$ cat src/rtl/mmio_capture.sv
// Snoops core word stores into a 16-byte MMIO window and queues them in a first-word fall-through FIFO.
// Capture latency: one cycle. A push into a full FIFO with no pop is dropped and counted; the drop counter saturates at 255.
module mmio_capture #(
    parameter logic [31:0] BASE_ADDR = 32'hFFFF_0000,
    parameter int          DEPTH     = 8
) (
    input  logic                       clk,
    input  logic                       reset,
    input  logic                       MemWrite,
    input  logic [31:0]                DataAdr,
    input  logic [31:0]                WriteData,
    output logic                       out_valid,
    input  logic                       out_ready,
    output logic [31:0]                out_data,
    output logic [1:0]                 out_offset,
    output logic [$clog2(DEPTH):0]     count,
    output logic                       full,
    output logic                       overflow,
    output logic [7:0]                 drop_count
);

    localparam int AW = $clog2(DEPTH);
    localparam int CW = AW + 1;

    logic [33:0]   mem_q [DEPTH];
    logic [AW-1:0] wr_ptr_q, rd_ptr_q;
    logic [CW-1:0] count_q, count_d;
    logic          overflow_q;
    logic [7:0]    drop_q;

    logic       hit, push_req, ctrl_clr, pop, is_full, push, drop;
    logic [1:0] off;

    assign off      = DataAdr[3:2];
    assign hit      = MemWrite && (DataAdr[31:4] == BASE_ADDR[31:4]) && (DataAdr[1:0] == 2'b00);
    assign push_req = hit && (off != 2'd3);
    assign ctrl_clr = hit && (off == 2'd3) && WriteData[0];
    assign is_full  = (count_q == CW'(DEPTH));
    assign pop      = out_valid && out_ready;
    // A full FIFO still accepts a push when the head leaves on the same edge.
    assign push     = push_req && (!is_full || pop);
    assign drop     = push_req && is_full && !pop;

    always_comb begin
        count_d = count_q;
        if (push && !pop)
            count_d = count_q + CW'(1);
        else if (pop && !push)
            count_d = count_q - CW'(1);
    end

    always_ff @(posedge clk) begin
        if (push)
            mem_q[wr_ptr_q] <= {off, WriteData};
    end

    always_ff @(posedge clk or posedge reset) begin
        if (reset) begin
            wr_ptr_q   <= '0;
            rd_ptr_q   <= '0;
            count_q    <= '0;
            overflow_q <= 1'b0;
            drop_q     <= 8'd0;
        end else begin
            count_q <= count_d;
            if (push)
                wr_ptr_q <= wr_ptr_q + AW'(1);
            if (pop)
                rd_ptr_q <= rd_ptr_q + AW'(1);
            if (ctrl_clr) begin
                overflow_q <= 1'b0;
                drop_q     <= 8'd0;
            end else if (drop) begin
                overflow_q <= 1'b1;
                if (drop_q != 8'hFF)
                    drop_q <= drop_q + 8'd1;
            end
        end
    end

    assign out_valid  = (count_q != '0);
    assign out_data   = mem_q[rd_ptr_q][31:0];
    assign out_offset = mem_q[rd_ptr_q][33:32];
    assign count      = count_q;
    assign full       = is_full;
    assign overflow   = overflow_q;
    assign drop_count = drop_q;

endmodule

$ cat config.mk
export PLATFORM = sky130hd
export DESIGN_NAME = mmio_capture
export DESIGN_NICKNAME = d
export VERILOG_FILES = /design/src/rtl/mmio_capture.sv
export SDC_FILE = /design/constraint.sdc
export NUM_CORES = 1
export LEC_CHECK = 0
export CAP_MARGIN = 10
export CORE_ASPECT_RATIO = 1.4
export CORE_MARGIN = 8
export CORE_UTILIZATION = 30
export DETAILED_ROUTE_END_ITERATION = 16
export GPL_ROUTABILITY_DRIVEN = 1
export PLACE_DENSITY_LB_ADDON = 0.12
export RECOVER_POWER = 50
export SYNTH_ARGS = -nofsm -noshare
export SYNTH_HDL_FRONTEND = slang
export SYNTH_SLANG_ARGS = --single-unit
$ cat constraint.sdc
create_clock -name clk -period 12.45 [get_ports clk]
set_input_delay 1.8675 -clock clk [delete_from_list [all_inputs] [get_ports clk]]
set_output_delay 1.8675 -clock clk [all_outputs]
set_load 0.005 [all_outputs]
# == Yosys cells after proc, flatten, opt, wreduce, memory -nomap -nowiden ==
# Memories as Yosys holds them, arrays and structs flattened.
# Cells that the tools add are included.
# totals
mem_bits_rw,272
n_memories,1
register_bits,19
input_bits,68
out_inout_bits,49
wordCells,46
# op_classes
n_addsub,5
muxes,9
eq_ne,5
n_reduce_logical,21
# mem_list
name,depth,width,rd,rd_ports_with_merged_regs,wr,line,source
mem_q,8,34,1,0,1,25,logic [33:0] mem_q [DEPTH];
# ops
cell,n
"== test 28 bit, second input constant",1
2-to-1 mux 8 bit,3
logical AND 1 bit,11
"adder 8 x 1 -> 8 bit, second input constant",1
2-to-1 mux 4 bit,2
"!= test 8 bit, second input constant",1
"adder 3 x 1 -> 3 bit, second input constant",2
nonzero test 2 bit,3
"adder 4 x 1 -> 4 bit, second input constant",1
"== test 4 bit, second input constant",1
2-to-1 mux 1 bit,4
nonzero test 4 bit,1
"subtractor 4 x 1 -> 4 bit, second input constant",1
logical NOT 1 bit,3
"== test 2 bit, second input constant",1
logical NOT 2 bit,1
"!= test 2 bit, second input constant",1
AND reduction 2 bit,1
logical OR 1 bit,1

# == Longest topological paths before layout ==
# logic_depth
word_depth,9
mapped_depth,12

# == Least setup slack after synthesis ==
# No wires, ideal clock.
# synth_path
path_type,input -> register
from,input port DataAdr[13]
to,"memory mem_q[0][0], enable pin"
path_slack_ns,5.307
required_time_ns,11.928
arrival_ns,6.620
stages,5
path_cell_list,or4b_1 -> nor4_2 -> nand4_2 -> buf_2 -> nor4b_1
# synth_between
elab_chain_cells,7
# synth_rtl
element,line,source
start: declaration,10,"input logic [31:0] DataAdr,"
== test 28 bit,35,assign hit = MemWrite && (DataAdr[31:4] == BASE_ADDR[31:4]) && (DataAdr[1:0] == 2'b00);
logical AND 1 bit (2 in a row),35,
logical AND 1 bit,36,assign push_req = hit && (off != 2'd3);
logical AND 1 bit,41,assign push = push_req && (!is_full || pop);
2-to-1 mux 1 bit,53,if (push)
2-to-1 mux 1 bit (not written as such),54,"mem_q[wr_ptr_q] <= {off, WriteData};"
end: declaration,25,
# Every way passes these cells.

# == Worst setup path in the final report ==
# layout_path
from,register rd_ptr_q[0]
to,output port out_data[1]
# layout_between
elab_chain_cells,1
# layout_rtl
element,line,source
start: declaration,26,"logic [AW-1:0] wr_ptr_q, rd_ptr_q;"
start signal: assignment,69,rd_ptr_q <= rd_ptr_q + AW'(1);
memory (8 x 34 bit),--,
end: declaration,14,"output logic [31:0] out_data,"
# Every way passes these cells.

==> impl_metrics.yaml <==
cts:
  clk_latency_ns: 0.54
  cts_sinks: 291
  cts_tree: "done"
  clkSlewWorstSetupHoldPaths_ns: 0.07
  post_cts_buffers: 0
  holdBufCountCts: 0
  cts_buffers: 28
  clk_path_buf_depth: 3
  htreeDepth: 1
  ctsResizeCount: 0
  root_buffer: "clkbuf_16"
sta:
  hold_viol: 0
  skew_ns: 0.0130
  tightestPinTransition_ns: 4.14
  relSlewSlack_pct: -176
  setup_tns_ns: 0
  rsz0062_at_grt: "no"
  slew_viol_final: 47
  fmax_mhz: 129
  min_period_over_period_pct: 62.1
  setup_viol: 0
  min_period_ns: 7.73
logic_synthesis:
  synth_nets: 588
  netlist_instances: 513
  ys_ff_latch: 291
  avgSynthCellArea_um2: 22.2
  synth_edf_count: 272
  ys_seq_area_share_pct: 75.8
  ys_warn_count: 0
  synth_flop_cell: "edfxtp_1"
  synth.distinct_cells: 47
  syn-cell-area_mm2: 0.0114
  synthArstFlopShare_pct: 6.53
floorplanning:
  io_pins: 117
  chipHeight_um: 247
  die_w_um: 181
  row_count: 84
  initial_core_util_pct: 30.4
  die-area_mm2: 0.0446
  core_area_mm2: 0.0375
cells_and_area:
  nets: 715
  instances_no_fill: 1131
  area_delta_synth_final_pct: 21.9
  drive_above_1_share_pct: 24.0
min_path:
  hold_path_end: "overflow$_DFFE_PP0P_"
  hp-start: "overflow$_DFFE_PP0P_"
  hold_class: "reg2reg"
  holdPathStages: 1
worst_setup_path:
  timing.rr.start: "rd_ptr_q[0]$_DFFE_PP0N_"
  end_kind: "output pin"
  rr_worst_depth: 3
  crit_fanout: 46
  slowest_delay_ns: 2.95
  crit_type: "reg2out"
  required_ns: 10.58
  cp_slowest_cell: "clkbuf_1"
  worstSetupStartpointType: "flop"
  cp.arrival_ns: 5.87
  r2r_slack_ns: 7.69
  path_cells: "clkbuf_1, mux4_2, mux2_2, clkdlybuf4s50_1"
  timing.rr.end: "rd_ptr_q[1]$_DFFE_PP0N_"
route:
  wl_um: 24800
  antenna_left: 0
  dr_total_vias: 5430
  wire_per_inst_um: 21.9
  first_iter_violations: 245
  firstDrtPassIters: 4
  via_per_inst: 4.80
  drc: 0
run:
  max_cap_violations: 1
global_route:
  antenna_found_initial: 3
  grt_pass1_vias: 6379
  grt_max_degree: 71
  grt_usage_pct: 11.2
  grt.overflow.total: 0
  grt_pass1_wl_um: 38200
place:
  port_buffers: 116
  dpl.cell_count: 1083
  dp_hpwl_um: 14500
  routabilityCongestion: 0.692
power_and_ir_drop:
  leakage_nw: 4.42
  p_per_area_mw_per_mm2: 134
  vdd_drop_max_v: 0.0000755
status:
  violations: "max-capacitance violations, max-slew violations"
  status: "finished with violations"
## final cells by class
class	count	area [um2]
Clock inverter	10	45.0
Antenna cell	1	2.50
Inverter	4	15.0
Clock buffer	37	756
Multi-Input combinational cell	195	2660
Timing Repair Buffer	120	1190
Fill cell	3380	23600
Sequential cell	291	8650
Tap cell	473	592
## worst max-delay path, delay by kind of cell, from the launching register on
| family | cells | cell delay, ns |
|---|---|---|
| mux | 2 | 1.07 |
| flops | 1 | 0.76 |
| buf+inv | 2 | 3.46 |
## per-layer routing
metal  up-vias  wire length [um]  GRT usage, %
met4         2               429          3.29
met2       127             13200          20.8
met3        29              1350          2.89
met5         -                13             0
met1      2860              9840          12.5
li1       2412                 -             -
## sequential cells by signal, summed over array words and instances (netlist names)
register	flops
count	4
rd_ptr_q	3
wr_ptr_q	3
drop_count	8
mem_q	272
overflow	1
## report_power, final
part / total, mW / switching (mW) / internal [mW]
registers: 1.07 / 0.0000218 / 1.07
logic: 0.0331 / 0.0160 / 0.0171
clock network: 0.762 / 0.340 / 0.422
## how the worst max path moves through the flow
stage | start | endpoint | slack [ns] | depth (start not counted)
finish | rd_ptr_q[0]$_DFFE_PP0N_ | out_data[1] | 4.72 | 4
global route | rd_ptr_q[0]$_DFFE_PP0N_ | out_offset[0] | 3.93 | 4
CTS | rd_ptr_q[0]$_DFFE_PP0N_ | out_data[1] | 6.80 | 4
detailed placement | DataAdr[13] | mem_q[4][20]$_DFFE_PP_ | 6.66 | 7
global placement | DataAdr[13] | mem_q[4][23]$_DFFE_PP_ | 6.81 | 7
floorplan | DataAdr[13] | mem_q[0][0]$_DFFE_PP_ | 5.31 | 5
## kinds of logic (layout without fill, tap and decap cells)
| kind of cell | count (synthesis) | count (layout) | share of synthesized area [%] |
|---|---|---|---|
| compound gates | 13 | 13 | 0.899 |
| xor+xnor | 8 | 8 | 0.614 |
| fa+ha+maj | 7 | 7 | 0.833 |
| buf+inv | 27 | 171 | 1.02 |
| flops | 291 | 291 | 75.8 |
| mux | 106 | 106 | 17.2 |
| other cells | 0 | 1 | 0 |
| simple gates | 61 | 61 | 3.71 |
## Yosys cell counts, types with 2 or more instances
master	instances	area, um2
a211o_1	6	52.6
and3_1	7	43.8
and4_1	3	26.3
and4b_1	2	20.0
buf_1	3	11.3
buf_2	6	30.0
clkbuf_1	13	48.8
dfrtp_1	19	475
edfxtp_1	272	8170
ha_1	6	75.1
inv_1	4	15.0
mux2_2	38	428
mux4_2	68	1530
nand2_1	8	30.0
nand3_1	5	25.0
nand4_1	2	12.5
nand4b_1	4	35.0
nor2_1	4	15.0
nor3_1	3	15.0
nor4_1	7	43.8
xnor2_1	5	43.8
xor2_1	3	26.3
## metrics by stage
step           util [%]  total power, mW  setup WS (ns)  instance area [um2]  hold slack [ns]
6_report           37.1             1.86           4.72                13900            0.528
2_1_floorplan         -             1.09           5.31                11400            0.496
5_1_grt            37.1             1.93           3.93                13900            0.563
3_3_place_gp       35.0             1.12           6.81                13100            0.517
4_1_cts            37.1             1.90           6.80                13900            0.530
3_5_place_dp       35.0             1.13           6.66                13100            0.505
## cell usage in the layout (no fill, tap or decap), types with 2 or more instances in the layout
cell type / netlist / layout
clkdlybuf4s50_1: 0 / 66
a211o_1: 6 / 6
inv_1: 4 / 4
nand4b_1: 4 / 4
and4b_2: 0 / 2
dfrtp_4: 0 / 2
mux4_2: 68 / 68
ha_1: 6 / 6
clkinv_1: 0 / 6
clkbuf_16: 0 / 29
dlygate4sd3_1: 0 / 50
xnor2_1: 5 / 5
buf_4: 0 / 3
dfrtp_1: 19 / 16
nor4_1: 7 / 7
nand4_1: 2 / 3
nor3_1: 3 / 4
nand2_1: 8 / 8
and4_1: 3 / 2
clkbuf_1: 13 / 9
xor2_1: 3 / 3
clkinv_2: 0 / 3
nor2_1: 4 / 5
edfxtp_1: 272 / 272
and3_1: 7 / 6
mux2_2: 38 / 38
nand3_1: 5 / 5
Note: power is estimated with default switching activity, not from simulation.
